**config.mk**
```make
export PLATFORM = sky130hd
export DESIGN_NAME = light_scan_sequencer
export DESIGN_NICKNAME = d
export VERILOG_FILES = /design/src/rtl/light_pkg.sv /design/src/rtl/light_prescaler.sv /design/src/rtl/light_scan_sequencer.sv
export SDC_FILE = /design/constraint.sdc
export NUM_CORES = 1
export LEC_CHECK = 0
export CAP_MARGIN = 10
export CORE_MARGIN = 2
export CORE_UTILIZATION = 60
export CTS_CLUSTER_SIZE = 28
export DETAILED_ROUTE_END_ITERATION = 10
export DONT_BUFFER_PORTS = 1
export PLACE_DENSITY_LB_ADDON = 0.05
export RECOVER_POWER = 25
export SYNTH_ARGS = -nofsm -noshare
export SYNTH_HDL_FRONTEND = slang
export SYNTH_SLANG_ARGS = --single-unit
```
**constraint.sdc**
```tcl
create_clock -name clk -period 6.61 [get_ports clk]
set_clock_uncertainty 0.15 [all_clocks]
set_input_delay 0.3305 -clock clk [delete_from_list [all_inputs] [get_ports clk]]
set_output_delay 0.3305 -clock clk [all_outputs]
set_load 0.03 [all_outputs]
```
**src/rtl/light_pkg.sv**
```systemverilog
// Shared types and constants for the light-line scan sequencer.
// Optional reverse scanning is enabled by defining LIGHT_SCAN_REVERSE_EN.
package light_pkg;

  localparam int SEL_W = 6;
  localparam logic [SEL_W-1:0] SEL_MAX = 6'd59;

  typedef enum logic [1:0] {
    ST_IDLE  = 2'd0,
    ST_RUN   = 2'd1,
    ST_PAUSE = 2'd2,
    ST_DONE  = 2'd3
  } state_t;

  // Next selector position, wrapping within 0..SEL_MAX in either direction.
  function automatic logic [SEL_W-1:0] sel_next(input logic [SEL_W-1:0] s,
                                                input logic down);
    if (down) return (s == '0) ? SEL_MAX : s - 6'd1;
    else      return (s == SEL_MAX) ? '0 : s + 6'd1;
  endfunction

endpackage

```
**src/rtl/light_prescaler.sv**
```systemverilog
// Step-rate prescaler: counts 0..PRESCALE-1 while run is high and emits a
// tick on the last count; clr forces the count to zero and wins over run.
module light_prescaler
  import light_pkg::*;
#(
  parameter int PRESCALE = 50000
) (
  input  logic clk,
  input  logic rst_n,
  input  logic run,
  input  logic clr,
  output logic tick
);

  localparam int CNT_W = (PRESCALE > 1) ? $clog2(PRESCALE) : 1;
  localparam logic [CNT_W-1:0] LAST = CNT_W'(PRESCALE - 1);

  logic [CNT_W-1:0] r_cnt;
  logic             w_last;

  assign w_last = (r_cnt == LAST);
  assign tick   = run && !clr && w_last;

  always_ff @(posedge clk or negedge rst_n) begin
    if (!rst_n) begin
      r_cnt <= '0;
    end else if (clr) begin
      r_cnt <= '0;
    end else if (run) begin
      r_cnt <= w_last ? '0 : r_cnt + 1'b1;
    end
  end

endmodule

```
**src/rtl/light_scan_sequencer.sv**
```systemverilog
// Light-line scan sequencer: steps a 0..59 selector at the prescaled rate with
// run/pause/step/abort control. Define LIGHT_SCAN_REVERSE_EN to add port dir.
module light_scan_sequencer
  import light_pkg::*;
#(
  parameter int PRESCALE = 50000
) (
  input  logic             clk,
  input  logic             rst_n,
  input  logic             start,
  input  logic             stop,
  input  logic             step,
  input  logic             loop,
`ifdef LIGHT_SCAN_REVERSE_EN
  input  logic             dir,
`endif
  output logic [SEL_W-1:0] sel,
  output logic             busy,
  output logic             done,
  output logic             wrap
);

  state_t           r_state;
  logic [SEL_W-1:0] r_sel;
  logic             r_busy;
  logic             r_done;
  logic             r_wrap;

  logic             w_tick;
  logic             w_run;
  logic             w_clr;
  logic             w_launch;
  logic             w_dir;
  logic             w_dir_in;
  logic [SEL_W-1:0] w_load_sel;
  logic [SEL_W-1:0] w_term;

  // A new sequence starts only from IDLE/DONE, and stop always dominates start.
  assign w_launch = ((r_state == ST_IDLE) || (r_state == ST_DONE)) && start && !stop;

`ifdef LIGHT_SCAN_REVERSE_EN
  logic r_dir;

  always_ff @(posedge clk or negedge rst_n) begin
    if (!rst_n) begin
      r_dir <= 1'b0;
    end else if (w_launch) begin
      r_dir <= dir;
    end
  end

  assign w_dir    = r_dir;
  assign w_dir_in = dir;
`else
  assign w_dir    = 1'b0;
  assign w_dir_in = 1'b0;
`endif

  assign w_load_sel = w_dir_in ? SEL_MAX : '0;
  assign w_term     = w_dir ? '0 : SEL_MAX;

  // Stop in RUN freezes the prescaler so the pending tick is discarded.
  assign w_run = (r_state == ST_RUN) && !stop;
  assign w_clr = (r_state == ST_IDLE) || (r_state == ST_DONE) ||
                 ((r_state == ST_PAUSE) && stop);

  light_prescaler #(
    .PRESCALE (PRESCALE)
  ) u_prescaler (
    .clk   (clk),
    .rst_n (rst_n),
    .run   (w_run),
    .clr   (w_clr),
    .tick  (w_tick)
  );

  always_ff @(posedge clk or negedge rst_n) begin
    if (!rst_n) begin
      r_state <= ST_IDLE;
      r_sel   <= '0;
      r_busy  <= 1'b0;
      r_done  <= 1'b0;
      r_wrap  <= 1'b0;
    end else begin
      r_done <= 1'b0;
      r_wrap <= 1'b0;
      case (r_state)
        ST_IDLE: begin
          if (w_launch) begin
            r_state <= ST_RUN;
            r_sel   <= w_load_sel;
            r_busy  <= 1'b1;
          end
        end
        ST_RUN: begin
          if (stop) begin
            r_state <= ST_PAUSE;
          end else if (w_tick) begin
            if ((r_sel == w_term) && !loop) begin
              r_state <= ST_DONE;
              r_busy  <= 1'b0;
              r_done  <= 1'b1;
            end else begin
              r_sel  <= sel_next(r_sel, w_dir);
              r_wrap <= (r_sel == w_term);
            end
          end
        end
        ST_PAUSE: begin
          if (stop) begin
            r_state <= ST_IDLE;
            r_sel   <= '0;
            r_busy  <= 1'b0;
          end else if (start) begin
            r_state <= ST_RUN;
          end else if (step) begin
            r_sel <= sel_next(r_sel, w_dir);
          end
        end
        ST_DONE: begin
          if (stop) begin
            r_state <= ST_IDLE;
            r_sel   <= '0;
          end else if (w_launch) begin
            r_state <= ST_RUN;
            r_sel   <= w_load_sel;
            r_busy  <= 1'b1;
          end
        end
        default: begin
          r_state <= ST_IDLE;
          r_sel   <= '0;
          r_busy  <= 1'b0;
        end
      endcase
    end
  end

  assign sel  = r_sel;
  assign busy = r_busy;
  assign done = r_done;
  assign wrap = r_wrap;

endmodule
```
==> out/results.tsv <==
stage	metric	value	unit
run_status	run status	finished clean	
sta	Setup violations, final	0	
sta	Max Slew Vio Count	0	
global_routing	first-pass GRT wire length	6824	microns
hold_path	min-delay src	stop	
die	area of the die	3307	sq um
route	Initial DRC Count	63	
sta	worst slew pin tran	1441	ps
placed_design	Port Buffers	0	
placed_design	gpl congestion	0.8647	
sta	Fin Setup TNS	0	ps
placed_design	post-place setup slack	4035	ps
route	Remaining DRCs	0	
placed_design	DP Wirelength	2771	microns
worst_setup_path	critical path type	reg -> reg	
global_routing	grt ovf	0	
power_and_ir_drop	VDD IR max	227.1	uV
die	die width	57.51	microns
hold_path	Hold Path Class	in -> reg	
worst_setup_path	crit path DAT	2790	ps
logic_synthesis	synthesized instance count	192	
die	core area	2734	sq um
route	DR vias	1522	
logic_synthesis	Synth area leaders	dfrtp_1, o21ai_0, ha_1, a21oi_1, nand2_1	
sta	Fmax	372.1	MHz
sta	slew margin rel.	3.927	%
finish	Area Growth Syn to Fin	4.661	%
die	I/O pins	15	
sta	fin crit share	40.66	%
cts	setup bufs post-CTS	0	
cts	CTS buffer count	3	
global_routing	gr usage total	25.90	%
power_and_ir_drop	Power Dens Cells	286.4	nW/um^2
logic_synthesis	unique cell type count in the Yosys netlist	46	
worst_setup_path	Setup crit start kind	flip-flop	
die	Die Y	57.51	microns
die	row count	19	
worst_setup_path	Critical Path End Type	flip-flop	
cts	Clock Sinks	27	
cts	Max Root-Sink Buffers	2	
logic_synthesis	Primary FF master, synth	dfrtp_1	
finish	share of cells above drive strength 1	6.186	%
cts	post-cts resize count	0	
hold_path	worst hold path depth	2	
logic_synthesis	post-synthesis async set-or-reset flop share	100.0	%
global_routing	largest net degree at the start of global routing	28	
logic_synthesis	Synth top area share	39.33	%
die	initial core utilization	62.84	%
global_routing	initial antenna violation count	0	
worst_setup_path	Crit Path Max Fanout	15	
logic_synthesis	Post-synth EDFFs	0	
worst_setup_path	Worst Setup SP	r_state[1]	
sta	final hold vios	0	
hold_path	Worst Hold End	r_state[0]	
logic_synthesis	register area share after synthesis	39.33	%
logic_synthesis	synthesized area per cell	8.947	sq um
worst_setup_path	WP data required	6710	ps
cts	CTS tree	built	
logic_synthesis	cell taking the most area after synthesis	dfrtp_1	
cts	Hold-fix buffers, CTS	4	
power_and_ir_drop	Leak	0.0007183	uW
route	Post-DRT Antenna Nets	0	
sta	RSZ-0062 raised after global routing	no	
cts	Clock transition at path regs	160	ps
finish	number of inserted diodes	0	
sta	Tmin final	2688	ps
finish	most frequent cells in the layout	dfrtp_1, o21ai_0, nand2_1, inv_1	
route	Vias/cell	6.764	
sta	Min Hold Slack	38.65	ps
finish	commonest non-fill, non-tap cell in the layout	dfrtp_1	
route	Pre-antenna DRT Iters	4	
finish	fin cells	225	
cts	Root Buffer	clkbuf_4	
logic_synthesis	Synth Cell Area	1718	sq um
cts	clk_lat worst skew	330	ps
worst_setup_path	reg2reg start	r_state[1]	
logic_synthesis	flops & latches, synth	27	
worst_setup_path	Worst R2R End	u_prescaler.r_cnt[9]	
sta	Final WS setup	3922	ps
worst_setup_path	reg2reg setup slack	3920	ps
worst_setup_path	R2R depth	6	
route	final WL	3868	microns
cts	H-tree Lvls	1	
placed_design	DP Cell Count	217	
run	Max-Cap Viols	0	
logic_synthesis	Ys Warns	0	
global_routing	vias in the first global route	1524	
route	Wirelength per Cell	17.19	microns
finish	NumNets Final	207	
logic_synthesis	Synth Net Count	204	
[cells in the mapped netlist, types with 3 or more instances]
library cell,number
nor3_1,6
o31ai_1,5
o21ai_0,20
a31oi_1,7
or3_1,7
nand3_1,8
nand2b_1,4
clkbuf_1,6
ha_1,6
nand2_1,14
o22a_1,4
a21oi_1,11
nor2_1,11
and3_1,3
dfrtp_1,27
inv_1,12
[flip-flops by register name, summed over array words and instances (netlist names)]
name               count
busy                   1
done                   1
r_state                2
u_prescaler.r_cnt     16
wrap                   1
sel                    6
[report_power, final]
| part | total, uW | internal (uW) | switching [uW] |
|---|---|---|---|
| sequential | 212 | 182 | 30.6 |
| combinational | 228 | 83.6 | 145 |
| clock | 74.6 | 23.1 | 51.4 |
| total | 515 | 288 | 227 |
[per-stage QoR]
step | utilization, % | cell area [sq um] | power [uW]
6_report | 65.77 | 1798 | 515.0
5_1_grt | 65.77 | 1798 | 555.2
4_1_cts | 66.36 | 1814 | 516.5
3_5_place_dp | 63.43 | 1734 | 436.2
3_3_place_gp | 63.43 | 1734 | 425.7
2_1_floorplan | - | 1718 | 389.8
[routing by layer]
metal	vias to the layer above	share of wire [%]	global-route usage, %
met2	40	52	44.48
met1	749	44	33.00
met5	-	0	0
met4	0	0.41	10.30
li1	731	-	-
met3	2	3.5	3.175
[kinds of logic after synthesis]
logic type / after synthesis / share of synthesized area [%]
AO/OA/AOI/OAI: 64 / 24.84
adder cells (fa/ha/maj): 6 / 4.370
buffers and inverters: 18 / 3.933
flip-flops: 27 / 39.33
multiplexers: 1 / 0.5827
AND/OR/NAND/NOR: 76 / 26.95
[layout make-up]
type                    count  area, sq um
well taps                  31        38.79
repair buffers              4        33.78
clock buffers               3        22.52
inverters                  12        45.04
multi-input cells         147        974.7
flip-flops and latches     27        675.6
fillers                   214        935.9
clock inverters             1        7.507
[worst max-delay path, stage by stage (launching register included)]
cell     delay (ps)
dfrtp_1         460
inv_1           130
ha_1            360
nand3_1         230
nor2_1          780
o21ai_0         240
a31oi_1         250
[worst max path at each step]
stage / endpoint / slack [ps] / cells past startpoint
3_3_place_gp: sel[4] / 4210 / 6
4_1_cts: u_prescaler.r_cnt[9] / 3990 / 6
5_1_grt: u_prescaler.r_cnt[9] / 3670 / 6
3_5_place_dp: u_prescaler.r_cnt[9] / 4040 / 6
6_report: u_prescaler.r_cnt[9] / 3920 / 6
2_1_floorplan: sel[5] / 4400 / 5
(Power assumes the default switching activity.)
